==> src/rtl/core_seq_ctrl.sv <==
// core_seq_ctrl: sequences the Q/K core through fill, K load, execute and psum drain.
// All inst bits are registered except qmem_wr/kmem_wr, which follow in_valid directly.
module core_seq_ctrl #(
  parameter int total_cycle = 8,
  parameter int col = 8,
  parameter int settle = 10,
  parameter int gap = 2
) (
  input  logic        clk,
  input  logic        reset,
  input  logic        start,
  input  logic        in_valid,
  output logic        in_ready,
  output logic [16:0] inst,
  output logic        busy,
  output logic        done,
  output logic [2:0]  phase
);
  typedef enum logic [2:0] {IDLE, QWR, KWR, KGAP, KLOAD, SETTLE, EXEC, DRAIN} state_t;
  localparam logic [15:0] TC = 16'(total_cycle);
  localparam logic [15:0] CL = 16'(col);
  localparam logic [15:0] ST = 16'(settle);
  localparam logic [15:0] GP = 16'(gap);
  state_t state, state_n;
  logic [15:0] cnt, cnt_n, len;
  logic post, post_n, adv, last, qmem_wr, kmem_wr, kl, kr, ex, dr;
  logic [3:0] addr;
  logic [16:0] inst_q, inst_d;
  always_ff @(posedge clk or negedge reset)
    if (!reset) begin
      state  <= IDLE;
      cnt    <= '0;
      post   <= 1'b0;
      inst_q <= '0;
    end else begin
      state  <= state_n;
      cnt    <= cnt_n;
      post   <= post_n;
      inst_q <= inst_d;
    end
  // SETTLE is shared by both idle stretches; post tells whether execute already ran
  always_comb begin
    len = (state == QWR || state == EXEC || state == DRAIN) ? TC :
          state == KWR ? CL : state == KGAP ? GP : state == KLOAD ? CL + 16'd2 :
          state == SETTLE ? ST : 16'd1;
    adv = (state == QWR || state == KWR) ? in_valid : 1'b1;
    last = adv && cnt == len - 16'd1;
    state_n = state;
    cnt_n = cnt;
    post_n = post;
    if (state == IDLE) begin
      if (start) begin
        state_n = QWR;
        cnt_n = '0;
        post_n = 1'b0;
      end
    end else if (adv) begin
      cnt_n = last ? 16'd0 : cnt + 16'd1;
      if (last) begin
        state_n = state == QWR ? KWR : state == KWR ? KGAP : state == KGAP ? KLOAD :
                  state == KLOAD ? SETTLE : state == SETTLE ? (post ? DRAIN : EXEC) :
                  state == EXEC ? SETTLE : IDLE;
        post_n = state == EXEC;
      end
    end
  end
  always_comb begin
    kl = state_n == KLOAD;
    kr = kl && cnt_n >= 16'd1 && cnt_n <= CL;
    ex = state_n == EXEC;
    dr = state_n == DRAIN;
    addr = (state_n == QWR || state_n == KWR || ex) ? cnt_n[3:0] :
           kr ? cnt_n[3:0] - 4'd1 : 4'd0;
    inst_d = {dr, addr, dr ? cnt_n[3:0] : 4'd0, ex, kl, ex, 1'b0, kr, 1'b0, 1'b0, dr};
    qmem_wr = state == QWR && in_valid;
    kmem_wr = state == KWR && in_valid;
    inst = inst_q | {12'd0, qmem_wr, 1'b0, kmem_wr, 2'd0};
    in_ready = state == QWR || state == KWR;
    busy = state != IDLE;
    done = state == DRAIN && cnt == TC - 16'd1;
    phase = state;
  end
endmodule

==> config.mk <==
export PLATFORM = sky130hd
export DESIGN_NAME = core_seq_ctrl
export DESIGN_NICKNAME = d
export VERILOG_FILES = /design/src/rtl/core_seq_ctrl.sv
export SDC_FILE = /design/constraint.sdc
export NUM_CORES = 1
export LEC_CHECK = 0
export BUFFER_PORTS_ARGS = -buffer_cell sky130_fd_sc_hd__buf_2
export CAP_MARGIN = 20
export CELL_PAD_IN_SITES_DETAIL_PLACEMENT = 0
export CELL_PAD_IN_SITES_GLOBAL_PLACEMENT = 2
export CORE_MARGIN = 8
export CORE_UTILIZATION = 30
export DETAILED_ROUTE_END_ITERATION = 8
export HOLD_SLACK_MARGIN = 0.03
export PLACE_DENSITY = 0.75
export SETUP_SLACK_MARGIN = 0.2
export SLEW_MARGIN = 40
export SYNTH_ARGS = -nofsm -noshare
export SYNTH_HDL_FRONTEND = slang
export SYNTH_SLANG_ARGS = --single-unit
==> constraint.sdc <==
create_clock -name clk -period 6.2 [get_ports clk]
set_clock_uncertainty 0.1 [all_clocks]
set_input_delay 0.93 -clock clk [delete_from_list [all_inputs] [get_ports clk]]
set_output_delay 0.93 -clock clk [all_outputs]
set_load 0.05 [all_outputs]
After elaboration in Yosys (flattened, before gate mapping)

Index checks and enable logic that the tools add are counted.
Widths: inputs -> output; s select.

Shift operators: 0
Multiply operators: 0
Eq/ne operators: 15
Multiplexer cells: 28
$add $sub $neg: 3
Bitwise operators: 1
Magnitude comparators: 2
Reductions and logical operators: 16
Div/mod/pow operators: 0

Operators by type and width:

| operator              | count |
|---|---|
| $mux 16               | 4 |
| $mux 4                | 8 |
| $mux 3                | 10 |
| $eq 3x3->1 const B    | 7 |
| $or 17x5->17          | 1 |
| $add 16x1->16 const B | 1 |
| $eq 16x16->1          | 1 |
| $eq 16x3->1 const B   | 1 |
| $ge 16x1->1 const B   | 1 |
| $le 16x4->1 const B   | 1 |
| $eq 3x2->1 const B    | 3 |
| $eq 3x1->1 const B    | 2 |
| $logic_and 1x1->1     | 6 |
| $mux 1                | 6 |
| $logic_or 1x1->1      | 5 |
| $sub 4x1->5 const B   | 1 |
| $reduce_bool 2->1     | 2 |
| $sub 4x1->4 const B   | 1 |
| $logic_not 3->1       | 1 |
| $reduce_and 3->1      | 1 |
| $reduce_bool 3->1     | 1 |
| $ne 2x2->1 const B    | 1 |

Bits in latches: 0
Bits in read-only memories: 0
Output and inout bits: 23
Memories kept: 0
Bits in registers: 34
RAM bits: 0

Depth between registers and ports, before layout

Gate-level depths: netlist (run 1).

Depth in word-level cells: 17
Mapped depth: 18
Mapped depth without buffers: 16

Least setup slack after synthesis (run 1)

OpenSTA, ideal clock, no wires.

Path type: register to register
Start: register state[0] (netlist: phase[0])
End: register inst_q[14]
Data arrival time: 4.643 ns
Clock period less this slack: 4.864 ns
Data required time: 5.979 ns
Cell stages (with the launch flop): 18
Setup slack: 1.336 ns
Path through: dfrtp_1 -> dlygate4sd1_1 -> nor3_2 -> inv_1 -> ha_1 -> ha_1 -> or3_2 -> a222oi_1 -> a31oi_1 -> buf_6 -> a32oi_2 -> ha_1 -> o31ai_1 -> a21oi_1 -> mux2_2 -> nand4_2 -> inv_1 -> a22o_1

Cells in the longest elaborated chain, start to end: 17
Elaborated cells on any way between the ends: 46
Classes of those cells: add/sub (2); order compare (2); eq/ne (12); mux (21); reduce/logical (9)

Ends and longest elaborated chain:

| element                                   | line   | RTL |
|---|---|---|
| start: declaration                        | 24     | `state_t state, state_n;` |
| start signal: assignment                  | 36     | `state <= state_n;` |
| $eq 3x3->1                                | 45, 61 |  |
| $mux 4                                    | 45     | `state == SETTLE ? ST : 16'd1;` |
| $mux 4 (3 in series)                      | 44     | `state == KWR ? CL : state == KGAP ? GP : state == KLOAD ? CL + 16'd2 :` |
| $mux 4                                    | 43     | `len = (state == QWR \|\| state == EXEC \|\| state == DRAIN) ? TC :` |
| $sub 4x1->5                               | 47     | `last = adv && cnt == len - 16'd1;` |
| $eq 16x16->1                              | 47     |  |
| $logic_and 1x1->1                         | 47     |  |
| $mux 16 or $mux 3 (tied branches)         | 58, 59 |  |
| $mux 16 or $mux 3 (tied branches)         | 57     | `end else if (adv) begin` |
| $mux 16 or $mux 3 (tied branches)         | 51     | `if (state == IDLE) begin` |
| $ge 16x1->1 or $eq 3x3->1 (tied branches) | 69, 68 |  |
| $logic_and 1x1->1                         | 69     | `kr = kl && cnt_n >= 16'd1 && cnt_n <= CL;` |
| $logic_and 1x1->1 (*)                     | 69     |  |
| net inst_d[3]                             | 28     | `logic [16:0] inst_q, inst_d;` |
| $mux 4 (*)                                | 73     | `kr ? cnt_n[3:0] - 4'd1 : 4'd0;` |
| $mux 4 (*)                                | 72     | `addr = (state_n == QWR \|\| state_n == KWR \|\| ex) ? cnt_n[3:0] :` |
| net addr[2]                               | 27     | `logic [3:0] addr;` |
| end signal: assignment                    | 39     | `inst_q <= inst_d;` |
| end: declaration                          | 28     |  |

The timed path passes the listed nets; every way through them passes the cells marked *.
A chain may end at the register's enable or synchronous reset.

Worst setup path after layout (run 1)

Start: register state[2] (netlist: phase[2])
End: register inst_q[14]

Same word-level chain as after synthesis.

==> impl_metrics.env, run 1 <==
export IMPL_fin_setup_tns_ns=0
export IMPL_timing_fmax_ghz=0.202
export IMPL_crit_path_frequent_cell="ha_1"
export IMPL_cpPeakStageDelay_ns=0.55
export IMPL_num_vias=1713
export IMPL_die_w_um=99.1
export IMPL_clk_insertion_delay_late_ns=0.29
export IMPL_cts_clk_slew_worst_paths_ns=0.08
export IMPL_fillers=691
export IMPL_cts_tree="yes"
export IMPL_crit_chain="nor3_2 -> inv_1 -> ha_1 -> ha_1 -> or3_2 -> a222oi_1 -> a31oi_1 -> buf_4 -> a32oi_2 -> ha_1 -> o31ai_1 -> a21oi_1 -> mux2_2 -> nand4_2 -> inv_1 -> a22o_1"
export IMPL_post_route_min_period_ns=4.95
export IMPL_syn_nets=232
export IMPL_r2r_end="inst_q[14]"
export IMPL_grt_ovfl_total=0
export IMPL_dpl_hpwl_um=3810
export IMPL_final_hold_viol_count=0
export IMPL_viasPerCell=5.29
export IMPL_final_antenna_net_count=0
export IMPL_initial_core_util_pct=30.6
export IMPL_fin_nets=252
export IMPL_crit_slowest_cell="nor3_2"
export IMPL_rsz0062_at_grt="no"
export IMPL_grt_start_max_net_pins=33
export IMPL_postCtsHoldBufs=0
export IMPL_grt_pass1_vias=1702
export IMPL_avgRoutedWirePerCell_um=16.3
export IMPL_min_period_over_period_pct=79.8
export IMPL_cts_max_level=2
export IMPL_cts_resized=0
export IMPL_max_slew_margin_rel_pct=49.2
export IMPL_core_area_um2=6760
export IMPL_holdPathStages=2
export IMPL_reg2reg_depth=16
export IMPL_pwr_density_cell_nw_per_um2=190
export IMPL_crit_type="reg -> reg"
export IMPL_diodes=0
export IMPL_worst_pin_slew_ns=0.752
export IMPL_io_pins=27
export IMPL_finalMaxSlewViolations=0
export IMPL_grt_pass1_wl_um=8840
export IMPL_cap_violations=0
export IMPL_cts_root_buf="clkbuf_8"
export IMPL_dieArea_um2=9820
export IMPL_ctsLongestPathBuffers=2
export IMPL_multi_input_area_um2=1110
export IMPL_power_leakage_nw=1.10
export IMPL_syn_inst=223
export IMPL_setup_viol=0
export IMPL_synth_async_reset_ratio_pct=100
export IMPL_hold_start="post"
export IMPL_end_kind="register"
export IMPL_reg2reg_slack_ns=1.25
export IMPL_synth_edf_count=0
export IMPL_path_max_fanout=14
export IMPL_final_util_pct=34.4
export IMPL_place_congestion=0.846
export IMPL_cts_made_buffers=5
export IMPL_post_synth_num_cell_types=62
export IMPL_cts_setup_buffers=0
export IMPL_ir_drop_uv=98.1
export IMPL_start_kind="register"
export IMPL_antenna_found_initial=0
export IMPL_netlist_area_um2=2070
export IMPL_postSynthAreaPerCell_um2=9.29
export IMPL_synthFlopType="dfrtp_1"
export IMPL_hp_class="reg -> reg"
export IMPL_drive_above_1_share_pct=25.8
export IMPL_outcome="completed"
export IMPL_syn2layout_area_growth_pct=12.1
export IMPL_ys_warn_count=0
export IMPL_seq_area_um2=801
export IMPL_grt_usage_pct=11.1
export IMPL_portBuffers=25
export IMPL_fp_row_count=30
export IMPL_reg2reg_from="phase[2]"
export IMPL_clkSinkCount=32
export IMPL_synth_seq_cells=32
export IMPL_hold_end="post"
export IMPL_ys_seq_area_share_pct=38.7
export IMPL_worstPathArrival_ns=5.02
export IMPL_drt_iter0_markers=129
export IMPL_drc_errors=0
export IMPL_drt_wl_total_um=5290
export IMPL_die_h_um=99.1
export IMPL_dr_pass1_iters=4
export IMPL_crit_required_ns=6.27
cell usage in the layout (no fill, tap or decap), types with 3 or more instances in the layout:
master,instances
nand3_1,13
o21ai_1,4
o21ai_0,10
xnor2_1,4
and3_1,6
nand2_1,24
inv_1,11
dfrtp_1,32
nor3b_1,3
nor4_4,3
a21oi_1,12
nand4_1,3
ha_1,5
o31ai_1,3
a31oi_1,5
buf_2,24
nor2_1,17
xor2_1,3
or3_1,3
clkbuf_8,7
sequential cells by signal (all words and copies together), names as in the netlist:
name / flops
phase: 3
inst_q: 12
cnt: 16
post: 1
cell usage after synthesis (all sizes together), types with 2 or more instances:
| cell type | count | area share (%) |
|---|---|---|
| a21oi | 15 | 4.4 |
| a22o | 2 | 0.91 |
| a31oi | 5 | 1.5 |
| and2 | 3 | 0.97 |
| and3 | 8 | 2.5 |
| buf | 7 | 2.7 |
| clkbuf | 5 | 2.4 |
| dfrtp | 32 | 39 |
| ha | 5 | 3.0 |
| inv | 12 | 2.2 |
| mux2 | 2 | 1.1 |
| mux2i | 2 | 1.1 |
| nand2 | 24 | 4.4 |
| nand2b | 2 | 0.60 |
| nand3 | 14 | 3.6 |
| nand4 | 4 | 1.5 |
| nor2 | 18 | 3.4 |
| nor3 | 5 | 2.2 |
| nor3b | 3 | 1.1 |
| nor4 | 5 | 3.7 |
| o21ai | 15 | 4.2 |
| o22ai | 2 | 0.60 |
| o31ai | 3 | 1.1 |
| or3 | 5 | 1.6 |
| or4 | 3 | 1.2 |
| xnor2 | 4 | 1.7 |
| xor2 | 3 | 1.3 |
power breakdown:
group          internal, mW  switching (mW)
sequential            0.209               0
combinational       0.00107         0.00608
clock                 0.142          0.0832
per-stage QoR:
| stage | hold WS (ns) | instance area, um^2 | setup WS, ns | cells | power, mW |
|---|---|---|---|---|---|
| floorplan | 0.369 | 2070 | 1.34 | 223 | 0.215 |
| global placement | 0.400 | 2190 | 1.54 | 316 | 0.220 |
| detailed placement | 0.411 | 2190 | 1.36 | 316 | 0.220 |
| CTS | 0.430 | 2310 | 1.32 | 324 | 0.445 |
| global route | 0.471 | 2320 | 0.976 | 324 | 0.455 |
| finish | 0.422 | 2320 | 1.25 | 324 | 0.441 |
worst max-delay path: cells and delay by family (launching register included):
family | cells | cell delay, ns
AOI/OAI and AO/OA | 6 | 1.47
adders and majority gates | 3 | 0.74
buffers and inverters | 3 | 0.50
DFF | 1 | 0.54
muxes | 1 | 0.37
and+or+nand+nor | 3 | 1.13
cell families (layout without fill, tap and decap cells):
family	Yosys count	in the layout	synth area share, %
mux	4	4	2.24
xor+xnor	7	7	2.96
other cells	1	1	0.181
simple gates	96	96	27.6
fa+ha+maj	5	5	3.02
buf+inv	25	46	7.73
flops	32	32	38.7
compound gates	53	53	17.6
area by class of cell:
class	count	area share, %
clock buffers	7	4.15
clock inverters	1	1.29
inverters	12	1.94
multi-input cells	166	48.0
flip-flops and latches	32	34.5
well taps	80	4.31
repair buffers	26	5.82
metal layers:
metal | track usage (%) | vias up | wire (um)
li1 | - | 835 | -
met1 | 14.5 | 834 | 2510
met2 | 17.4 | 37 | 2510
met3 | 2.61 | 7 | 200
met4 | 4.07 | 0 | 67
met5 | 0 | - | 0
worst max path at each step:
stage	to	from	depth (start not counted)
floorplan	inst_q[14]	phase[0]	17
global placement	inst_q[14]	phase[2]	16
detailed placement	inst_q[14]	phase[2]	16
CTS	inst_q[14]	phase[2]	16
global route	inst_q[14]	phase[2]	16
finish	inst_q[14]	phase[2]	16
(Power assumes the default switching activity.)
==> run 2: changes to the inputs <==
--- a/config.mk
+++ b/config.mk
@@ -13,7 +13,7 @@
 export CORE_UTILIZATION = 30
 export DETAILED_ROUTE_END_ITERATION = 8
 export HOLD_SLACK_MARGIN = 0.03
-export PLACE_DENSITY = 0.75
+export PLACE_DENSITY = 0.78
 export SETUP_SLACK_MARGIN = 0.2
 export SLEW_MARGIN = 40
 export SYNTH_ARGS = -nofsm -noshare
==> constraint.sdc (replaced) <==
create_clock -name clk -period 4.25 [get_ports clk]
set_clock_uncertainty 0.1 [all_clocks]
set_input_delay 0.6375 -clock clk [delete_from_list [all_inputs] [get_ports clk]]
set_output_delay 0.6375 -clock clk [all_outputs]
set_load 0.05 [all_outputs]
==> impl_metrics.env, run 2 (same netlist as run 1, synthesis figures left out) <==
export IMPL_power_switching_mw=0.130
export IMPL_core_area_um2=6760
export IMPL_cpPeakStageDelay_ns=0.52
export IMPL_clockPowerShare_pct=48.4
export IMPL_cts_made_buffers=5
export IMPL_r2r_end="inst_q[14]"
export IMPL_fp_row_count=30
export IMPL_setup_worst_path_start="phase[0]"
export IMPL_reg2reg_from="phase[0]"
export IMPL_postCtsHoldBufs=0
export IMPL_cap_violations=0
export IMPL_drt_wl_total_um=5280
export IMPL_final_hold_viol_count=0
export IMPL_initial_core_util_pct=30.6
export IMPL_crit_chain="nand2_1 -> nor2_1 -> nor2_1 -> ha_4 -> ha_4 -> or3_4 -> a222oi_1 -> a31oi_2 -> a32oi_4 -> ha_2 -> o31ai_1 -> a21oi_1 -> mux2_4 -> nand4_4 -> o21ai_1 -> a22o_1"
export IMPL_worstPathArrival_ns=3.89
export IMPL_dpl_hpwl_um=3840
export IMPL_ctsLongestPathBuffers=2
export IMPL_cts_max_level=2
export IMPL_seq_power_share_pct=50.0
export IMPL_reg2reg_slack_ns=0.43
export IMPL_dpl_instance_area_um2=2290
export IMPL_drive_above_1_share_pct=31.7
export IMPL_cts_clk_slew_worst_paths_ns=0.07
export IMPL_combinationalPowerShare_pct=1.7
export IMPL_io_pins=27
export IMPL_reg2reg_depth=16
export IMPL_antenna_found_initial=0
export IMPL_crit_required_ns=4.32
export IMPL_path_max_fanout=13
export IMPL_die_h_um=99.1
export IMPL_swShare_pct=21.3
export IMPL_viasPerCell=5.28
export IMPL_largest_reg_flops=16
export IMPL_power_leakage_nw=1.12
export IMPL_final_cell_mix="dfrtp_1 (29), nand2_1 (24), buf_2 (24), nor2_1 (17)"
export IMPL_finish_instance_area_um2=2430
export IMPL_critPathCapture="inst_q[14]"
export IMPL_outcome="completed"
export IMPL_final_util_pct=36.0
export IMPL_timing_fmax_ghz=0.262
export IMPL_place_congestion=0.791
export IMPL_die_w_um=99.1
export IMPL_dr_pass1_iters=4
export IMPL_start_kind="register"
export IMPL_crit_slowest_cell="dfrtp_2"
export IMPL_pwr_density_cell_nw_per_um2=250
export IMPL_rsz0062_at_grt="no"
export IMPL_top_register="cnt"
export IMPL_min_period_over_period_pct=89.8
export IMPL_setup_viol=0
export IMPL_final_antenna_net_count=0
export IMPL_grt_pass1_vias=1664
export IMPL_num_vias=1753
export IMPL_setup_slack_ns=0.431
export IMPL_finalMaxSlewViolations=0
export IMPL_clkSinkCount=32
export IMPL_worst_pin_slew_ns=0.633
export IMPL_drc_errors=0
export IMPL_grt_start_max_net_pins=33
export IMPL_pre_cts_ws_ns=0.432
export IMPL_post_route_min_period_ns=3.82
export IMPL_end_kind="register"
export IMPL_portBuffers=25
export IMPL_fillers=718
export IMPL_final_common_cell="dfrtp_1"
export IMPL_avgRoutedWirePerCell_um=15.9
export IMPL_grt_pass1_wl_um=8820
export IMPL_grt_ovfl_total=0
export IMPL_syn2layout_area_growth_pct=17.5
export IMPL_crit_type="reg -> reg"
export IMPL_hp_class="in -> async"
export IMPL_fin_setup_tns_ns=0
export IMPL_ir_drop_uv=105
export IMPL_fin_nets=260
export IMPL_grt_usage_pct=11.2
export IMPL_p_int_mw=0.479
export IMPL_cts_tree="yes"
export IMPL_max_slew_margin_rel_pct=57.4
export IMPL_cts_root_buf="clkbuf_8"
export IMPL_dieArea_um2=9820
export IMPL_drt_iter0_markers=112
export IMPL_diodes=0
export IMPL_clk_insertion_delay_late_ns=0.28
run 2: per-stage QoR:
stage,total power [mW],hold slack [ns],instances
2_1_floorplan,0.313,0.242,223
3_3_place_gp,0.321,0.413,320
3_5_place_dp,0.321,0.408,320
4_1_cts,0.617,0.334,328
5_1_grt,0.635,0.210,332
6_report,0.609,0.186,332
run 2: worst max-delay path: cells and delay by family (launching register included):
family | cells | cell delay (ns)
compound gates | 7 | 1.41
fa+ha+maj | 3 | 0.58
flops | 1 | 0.52
mux | 1 | 0.34
simple gates | 5 | 0.77
run 2: repair_timing:
action / CTS / global route
gates resized for setup: 0 / 1
endpoints found under the setup margin: 0 / 2
buffers inserted: 0 / 4
run 2: layer usage:
layer  routed length, um  GRT usage (%)  vias up  share of wire [%]
li1                    -              -      853                  -
met5                   0              0        -                  0
met2                2540           17.5       37                 48
met3                 214           2.89        2                4.1
met4                  15           2.91        0               0.28
met1                2510           15.0      861                 47
run 2: power groups by stage:
stage / Clock (mW) / Combinational (mW) / Sequential (mW)
detailed placement: 0 / 0.0106 / 0.310
floorplan: 0 / 0.00293 / 0.310
global route: 0.319 / 0.0118 / 0.304
CTS: 0.302 / 0.0105 / 0.304
global placement: 0 / 0.0104 / 0.310
finish: 0.295 / 0.0102 / 0.304
run 2: area by class of cell:
cell class | count | area [um^2] | area share [%]
multi-input combinational | 166 | 1180 | 48.4
clock inverter | 3 | 42.5 | 1.75
timing repair buffer | 34 | 195 | 8.02
tap | 80 | 100 | 4.11
inverter | 12 | 45.0 | 1.85
sequential | 32 | 805 | 33.1
clock buffer | 5 | 68.8 | 2.83
run 2: how the worst min path moves through the flow:
| stage | startpoint | slack [ns] | cells past startpoint | to |
|---|---|---|---|---|
| floorplan | reset | 0.24 | 0 | cnt[0] |
| global placement | post | 0.41 | 2 | post |
| detailed placement | post | 0.41 | 2 | post |
| CTS | reset | 0.33 | 1 | inst_q[12] |
| global route | reset | 0.21 | 1 | cnt[13] |
| finish | reset | 0.19 | 1 | cnt[13] |
